--- src/rtl/udma_hyper_twd_splitter.sv ---
// Splits one queued HyperBus command into 1D burst descriptors, walking
// row counters and address accumulators for 2D (strided) transfers.
module udma_hyper_twd_splitter #(
  parameter int L2_AWIDTH_NOAL = 12,
  parameter int TRANS_SIZE     = 16
) (
  input  logic                      clk_i,
  input  logic                      rst_ni,
  input  logic                      clr_i,
  input  logic                      cmd_valid_i,
  output logic                      cmd_ready_o,
  input  logic [L2_AWIDTH_NOAL-1:0] cmd_l2_addr_i,
  input  logic [31:0]               cmd_hyper_addr_i,
  input  logic [TRANS_SIZE-1:0]     cmd_size_i,
  input  logic                      cmd_rw_i,
  input  logic                      cmd_ext_act_i,
  input  logic [TRANS_SIZE-1:0]     cmd_ext_count_i,
  input  logic [TRANS_SIZE-1:0]     cmd_ext_stride_i,
  input  logic                      cmd_l2_act_i,
  input  logic [TRANS_SIZE-1:0]     cmd_l2_count_i,
  input  logic [TRANS_SIZE-1:0]     cmd_l2_stride_i,
  output logic                      burst_valid_o,
  input  logic                      burst_ready_i,
  output logic [L2_AWIDTH_NOAL-1:0] burst_l2_addr_o,
  output logic [31:0]               burst_hyper_addr_o,
  output logic [TRANS_SIZE-1:0]     burst_size_o,
  output logic                      burst_rw_o,
  output logic                      burst_last_o,
  output logic                      evt_cmd_done_o,
  output logic                      busy_o,
  output logic                      dbg_state_o
);

  // Handshakes: a transfer happens on a rising edge where valid & ready are
  // both high and clr_i is low; a pending descriptor holds all fields stable.
  typedef enum logic {
    ST_IDLE  = 1'b0,
    ST_ISSUE = 1'b1
  } state_t;

  state_t                    r_state, w_state_next;
  logic [TRANS_SIZE-1:0]     r_rem, w_rem_next;
  logic [TRANS_SIZE-1:0]     r_chunk, w_chunk_next;
  logic                      r_ext_act, w_ext_act_next;
  logic                      r_l2_act, w_l2_act_next;
  logic [TRANS_SIZE-1:0]     r_ext_stride, w_ext_stride_next;
  logic [TRANS_SIZE-1:0]     r_l2_stride, w_l2_stride_next;
  logic                      r_burst_valid, w_burst_valid_next;
  logic [L2_AWIDTH_NOAL-1:0] r_burst_l2, w_burst_l2_next;
  logic [31:0]               r_burst_hyper, w_burst_hyper_next;
  logic [TRANS_SIZE-1:0]     r_burst_size, w_burst_size_next;
  logic                      r_burst_rw, w_burst_rw_next;
  logic                      r_burst_last, w_burst_last_next;
  logic                      r_evt, w_evt_next;

  logic                      w_cmd_hs;
  logic                      w_burst_hs;
  logic [TRANS_SIZE-1:0]     w_cmd_chunk;
  logic [TRANS_SIZE-1:0]     w_rem_after;
  logic [31:0]               w_hyper_step;
  logic [TRANS_SIZE-1:0]     w_l2_step;

  assign w_cmd_hs   = (r_state == ST_IDLE) & cmd_valid_i & ~clr_i;
  assign w_burst_hs = (r_state == ST_ISSUE) & r_burst_valid & burst_ready_i & ~clr_i;

  // A zero row count with its side active degenerates to a single full burst.
  always_comb begin
    w_cmd_chunk = cmd_size_i;
    if (cmd_ext_act_i) begin
      if (cmd_ext_count_i != '0) w_cmd_chunk = cmd_ext_count_i;
    end else if (cmd_l2_act_i) begin
      if (cmd_l2_count_i != '0) w_cmd_chunk = cmd_l2_count_i;
    end
  end

  assign w_rem_after  = r_rem - r_burst_size;
  assign w_hyper_step = r_ext_act ? 32'(r_ext_stride) : 32'(r_burst_size);
  assign w_l2_step    = r_l2_act ? r_l2_stride : r_burst_size;

  always_comb begin
    w_state_next       = r_state;
    w_rem_next         = r_rem;
    w_chunk_next       = r_chunk;
    w_ext_act_next     = r_ext_act;
    w_l2_act_next      = r_l2_act;
    w_ext_stride_next  = r_ext_stride;
    w_l2_stride_next   = r_l2_stride;
    w_burst_valid_next = r_burst_valid;
    w_burst_l2_next    = r_burst_l2;
    w_burst_hyper_next = r_burst_hyper;
    w_burst_size_next  = r_burst_size;
    w_burst_rw_next    = r_burst_rw;
    w_burst_last_next  = r_burst_last;
    w_evt_next         = 1'b0;

    case (r_state)
      ST_IDLE: begin
        if (w_cmd_hs) begin
          w_ext_act_next    = cmd_ext_act_i;
          w_l2_act_next     = cmd_l2_act_i;
          w_ext_stride_next = cmd_ext_stride_i;
          w_l2_stride_next  = cmd_l2_stride_i;
          w_chunk_next      = w_cmd_chunk;
          if (cmd_size_i == '0) begin
            w_evt_next = 1'b1;
          end else begin
            w_state_next       = ST_ISSUE;
            w_rem_next         = cmd_size_i;
            w_burst_valid_next = 1'b1;
            w_burst_l2_next    = cmd_l2_addr_i;
            w_burst_hyper_next = cmd_hyper_addr_i;
            w_burst_rw_next    = cmd_rw_i;
            w_burst_size_next  = (cmd_size_i < w_cmd_chunk) ? cmd_size_i : w_cmd_chunk;
            w_burst_last_next  = (cmd_size_i <= w_cmd_chunk);
          end
        end
      end
      ST_ISSUE: begin
        if (w_burst_hs) begin
          if (r_burst_last) begin
            w_state_next       = ST_IDLE;
            w_burst_valid_next = 1'b0;
            w_evt_next         = 1'b1;
          end else begin
            w_rem_next         = w_rem_after;
            w_burst_hyper_next = r_burst_hyper + w_hyper_step;
            w_burst_l2_next    = r_burst_l2 + L2_AWIDTH_NOAL'(w_l2_step);
            w_burst_size_next  = (w_rem_after < r_chunk) ? w_rem_after : r_chunk;
            w_burst_last_next  = (w_rem_after <= r_chunk);
          end
        end
      end
      default: begin
        w_state_next       = ST_IDLE;
        w_burst_valid_next = 1'b0;
      end
    endcase

    // Abort wins over any handshake in the same cycle and suppresses the done event.
    if (clr_i) begin
      w_state_next       = ST_IDLE;
      w_burst_valid_next = 1'b0;
      w_evt_next         = 1'b0;
    end
  end

  always_ff @(posedge clk_i or negedge rst_ni) begin
    if (!rst_ni) begin
      r_state       <= ST_IDLE;
      r_rem         <= '0;
      r_chunk       <= '0;
      r_ext_act     <= 1'b0;
      r_l2_act      <= 1'b0;
      r_ext_stride  <= '0;
      r_l2_stride   <= '0;
      r_burst_valid <= 1'b0;
      r_burst_l2    <= '0;
      r_burst_hyper <= '0;
      r_burst_size  <= '0;
      r_burst_rw    <= 1'b0;
      r_burst_last  <= 1'b0;
      r_evt         <= 1'b0;
    end else begin
      r_state       <= w_state_next;
      r_rem         <= w_rem_next;
      r_chunk       <= w_chunk_next;
      r_ext_act     <= w_ext_act_next;
      r_l2_act      <= w_l2_act_next;
      r_ext_stride  <= w_ext_stride_next;
      r_l2_stride   <= w_l2_stride_next;
      r_burst_valid <= w_burst_valid_next;
      r_burst_l2    <= w_burst_l2_next;
      r_burst_hyper <= w_burst_hyper_next;
      r_burst_size  <= w_burst_size_next;
      r_burst_rw    <= w_burst_rw_next;
      r_burst_last  <= w_burst_last_next;
      r_evt         <= w_evt_next;
    end
  end

  assign cmd_ready_o        = w_cmd_hs;
  assign burst_valid_o      = r_burst_valid;
  assign burst_l2_addr_o    = r_burst_l2;
  assign burst_hyper_addr_o = r_burst_hyper;
  assign burst_size_o       = r_burst_size;
  assign burst_rw_o         = r_burst_rw;
  assign burst_last_o       = r_burst_last;
  assign evt_cmd_done_o     = r_evt;
  assign busy_o             = (r_state != ST_IDLE);
  assign dbg_state_o        = r_state;

endmodule

--- config.mk ---
export PLATFORM = sky130hd
export DESIGN_NAME = udma_hyper_twd_splitter
export DESIGN_NICKNAME = d
export VERILOG_FILES = /design/src/rtl/udma_hyper_twd_splitter.sv
export SDC_FILE = /design/constraint.sdc
export NUM_CORES = 1
export LEC_CHECK = 0
export ABC_AREA = 0
export BUFFER_PORTS_ARGS = -buffer_cell sky130_fd_sc_hd__clkbuf_2
export CORE_ASPECT_RATIO = 0.7
export CORE_MARGIN = 2
export CORE_UTILIZATION = 56
export DETAILED_ROUTE_END_ITERATION = 6
export PLACE_DENSITY = 0.92
export SLEW_MARGIN = 20
export SYNTH_ARGS = -nofsm -noshare
export SYNTH_HDL_FRONTEND = slang
export SYNTH_SLANG_ARGS = --single-unit
--- constraint.sdc ---
create_clock -name clk_i -period 5.3 [get_ports clk_i]
set_clock_uncertainty 0.15 [all_clocks]
set_input_delay 0.53 -clock clk_i [delete_from_list [all_inputs] [get_ports clk_i]]
set_output_delay 0.53 -clock clk_i [all_outputs]
set_load 0.05 [all_outputs]
==> results.toml <==
[status]
outcome = "completed"

[layout]
final-seq-area_sq_um = 3180
fin_nets = 1467
drive_above_1_share = 0.239
flow.area_growth_from_synthesis_pct = 18.4
n_fill_cell = 1300
final_core_util = 0.685
antennaDiodeCount = 0
multi_input_comb_area_sq_um = 5860

[worst_setup_path]
worstSetupEndpointType = "flip-flop"
r2r_start = "burst_size_o[0]$_DFFE_PN0P_"
critical_setup_path_class = "flip-flop to flip-flop"
reg2reg_depth = 18
worstSetupStartpoint = "burst_size_o[0]$_DFFE_PN0P_"
worstSetupEndpoint = "burst_size_o[10]$_DFFE_PN0P_"
regToRegEndpoint = "burst_size_o[10]$_DFFE_PN0P_"
reg2reg_slack_ps = 480
cells_traversed_along_the_worst_timing_path = "ha_1 > inv_1 > fa_1 > a211oi_1 > o21ai_0 > a31o_2 > a21oi_1 > o2111ai_1 > xor2_1 > ha_1 > nand4_1 > a2111o_1 > o211ai_1 > buf_4 > mux2i_1 > a21oi_1 > o21ai_0 > o21ai_1"
largest_fanout_on_the_critical_path = 19
worstSetupStartpointType = "flip-flop"
slowest_delay_ps = 450
crit_arrival_ps = 4950
max_stage_delay_cell_worst_path = "sky130_fd_sc_hd__dfrtp_1"
worstPathRequired_ps = 5430

[min_path]
worst_hold_path_type = "input pin to flip-flop"

[global_route]
grt_antenna_before_repair = 0
grt.total_usage = 0.313
grt_first_pass_wirelength_um = 45400
first_global_vias = 8855
pin_count_of_the_biggest_net_entering_global_routing = 69
overflow = 0

[power_and_ir_drop]
power_density_nw_per_um2 = 616
p_leak_nw = 5.39
maximum_vdd_drop_mv = 0.510

[floorplan]
die_h_um = 113
ports = 199
dieWidth_um = 160
dieArea_sq_um = 18100
num_rows = 39
total_core_area_sq_um = 16500
initial_utilization = 0.578

[cts]
clk_latency_ps = 410
clock_sink_count = 127
clock-root-buffer = "sky130_fd_sc_hd__clkbuf_16"
clk_pin_slew_ps = 60
cts_tree = "done"
htree_levels = 4
post_cts_resized = 0
cts-root-to-sink-buffers = 2
total_clock_buffers_created_by_cts = 17

[synth]
syn-cell-area_sq_um = 9540
ys_seq_elements = 127
avg_synthesized_cell_area_sq_um = 8.78
synth-edff-count = 0
synth_top_area_cell = "sky130_fd_sc_hd__dfrtp_1"
synth_flop_cell = "sky130_fd_sc_hd__dfrtp_1"
ys_async_sr_fraction = 1.00
ys_warn_count = 0
yosys.cell_count.top_type = "sky130_fd_sc_hd__nand2_1"
synth_nets = 1295
post_synth_inst_count = 1086
ys_top_cells_by_count = "sky130_fd_sc_hd__nand2_1, sky130_fd_sc_hd__dfrtp_1, sky130_fd_sc_hd__a21oi_1"
yosysSeqAreaShare = 0.333
synth_top_area_share = 0.333
post_synth_main_area_contributors = "sky130_fd_sc_hd__dfrtp_1, sky130_fd_sc_hd__ha_1, sky130_fd_sc_hd__mux2i_1"
synth_cell_types = 75

[timing]
maxClockFrequency_mhz = 207
fin_tns_setup_ps = 0
period_share = 0.910
relative_slew_slack = 0.338
timing_worst_slew_pin_value_ps = 992
fin_max_slew_vios = 0
final-setup-viol-count = 0
grt_setup_unrepaired = "no"
hold_viol_final = 0
final_period_minus_worst_setup_slack_ps = 4820
postLayoutSetupSlackWorst_ps = 479

[routing]
route.antenna.remaining_nets = 0
routed_wire_length_per_instance_um = 19.1
finalWirelength_um = 28600
routed_via_density = 6.24
drt_iter0_drc = 1004
dr_total_vias = 9333
post-route-drc-count = 0
drt_pre_antenna_iters = 7

[run]
drv_cap = 0

[place]
io_buffer_count = 194
detailedPlace.worstSlack_ps = 650
gpl.final_weighted_congestion = 0.917
post-dp-hpwl_um = 20900
metal layers:
metal  track usage  vias up  part of all wire
met4        0.0841        0             0.018
met5             0        -                 0
met2         0.507      563              0.46
li1              -     4293                 -
met3        0.0773       58              0.11
met1         0.424     4419              0.42
layout by cell type, fill, tap and decap left out, types with 37 or more instances in the layout:
cell	netlist	layout
sky130_fd_sc_hd__a21oi_1	94	94
sky130_fd_sc_hd__clkbuf_2	1	193
sky130_fd_sc_hd__dfrtp_1	127	126
sky130_fd_sc_hd__ha_1	74	74
sky130_fd_sc_hd__inv_1	68	68
sky130_fd_sc_hd__mux2_2	37	37
sky130_fd_sc_hd__mux2i_1	73	73
sky130_fd_sc_hd__nand2_1	136	136
sky130_fd_sc_hd__nor2_1	38	38
sky130_fd_sc_hd__o21ai_0	87	87
area by class of cell:
cell class	count	area share
multi-input combinational	834	0.519
sequential	127	0.281
timing repair buffer	209	0.0975
clock buffer	20	0.0404
tap	225	0.0249
inverter	69	0.0229
clock inverter	12	0.0142
timing repair:
item | in CTS | in global routing
hold buffers | 1 | 0
setup endpoints to repair | 0 | 0
hold endpoints to repair | 27 | 0
setup buffers | 0 | 0
per-stage QoR:
step                      hold WS [ps]  instances  total power (W)  instance area, sq um
after global placement             307       1463          0.00544                 10700
after floorplan                   84.4       1086          0.00465                  9540
after global routing               189       1496          0.00741                 11300
final                              180       1496          0.00696                 11300
after CTS                          173       1496          0.00690                 11300
after detailed placement           324       1463          0.00559                 10700
critical path: cells and delay by family (launching register included):
family / cells / cell delay (ps)
AOI/OAI and AO/OA: 10 / 2060
adders and majority gates: 3 / 960
DFF: 1 / 450
buffers and inverters: 2 / 420
muxes: 1 / 220
xor gates and xnor gates: 1 / 210
and+or+nand+nor: 1 / 210
worst min-delay path by stage:
stage / slack, ps / endpoint / cells after the start / start
final: 180 / burst_rw_o$_DFFE_PN0P_ / 3 / cmd_rw_i
after global routing: 190 / r_ext_stride[6]$_DFFE_PN0P_ / 2 / cmd_ext_stride_i[6]
after CTS: 170 / burst_rw_o$_DFFE_PN0P_ / 3 / cmd_rw_i
after detailed placement: 320 / r_rem[7]$_DFFE_PN0P_ / 2 / r_rem[7]$_DFFE_PN0P_
after global placement: 310 / burst_rw_o$_DFFE_PN0P_ / 2 / burst_rw_o$_DFFE_PN0P_
after floorplan: 80 / burst_hyper_addr_o[0]$_DFFE_PN0P_ / 0 / rst_ni
kinds of logic after synthesis:
family | Yosys count | share of synthesized area
compound gates | 319 | 0.212
xor+xnor | 31 | 0.0285
fa+ha+maj | 77 | 0.103
buf+inv | 125 | 0.0551
flops | 127 | 0.333
mux | 110 | 0.120
simple gates | 297 | 0.147
registers in the layout, indices dropped and copies added, names as in the netlist:
signal / flops
evt_cmd_done_o: 1
r_rem: 16
burst_valid_o: 1
r_l2_stride: 12
burst_hyper_addr_o: 32
burst_l2_addr_o: 12
burst_rw_o: 1
r_ext_stride: 16
r_l2_act: 1
burst_size_o: 16
busy_o: 1
r_ext_act: 1
burst_last_o: 1
r_chunk: 16
where the power goes:
| group | switching [W] | internal [W] | total, W |
|---|---|---|---|
| logic | 0.00266 | 0.00156 | 0.00423 |
| registers | 0.000269 | 0.00123 | 0.00150 |
| clock network | 0.000464 | 0.000768 | 0.00123 |
| total | 0.00340 | 0.00356 | 0.00696 |
(Power assumes the default switching activity.)
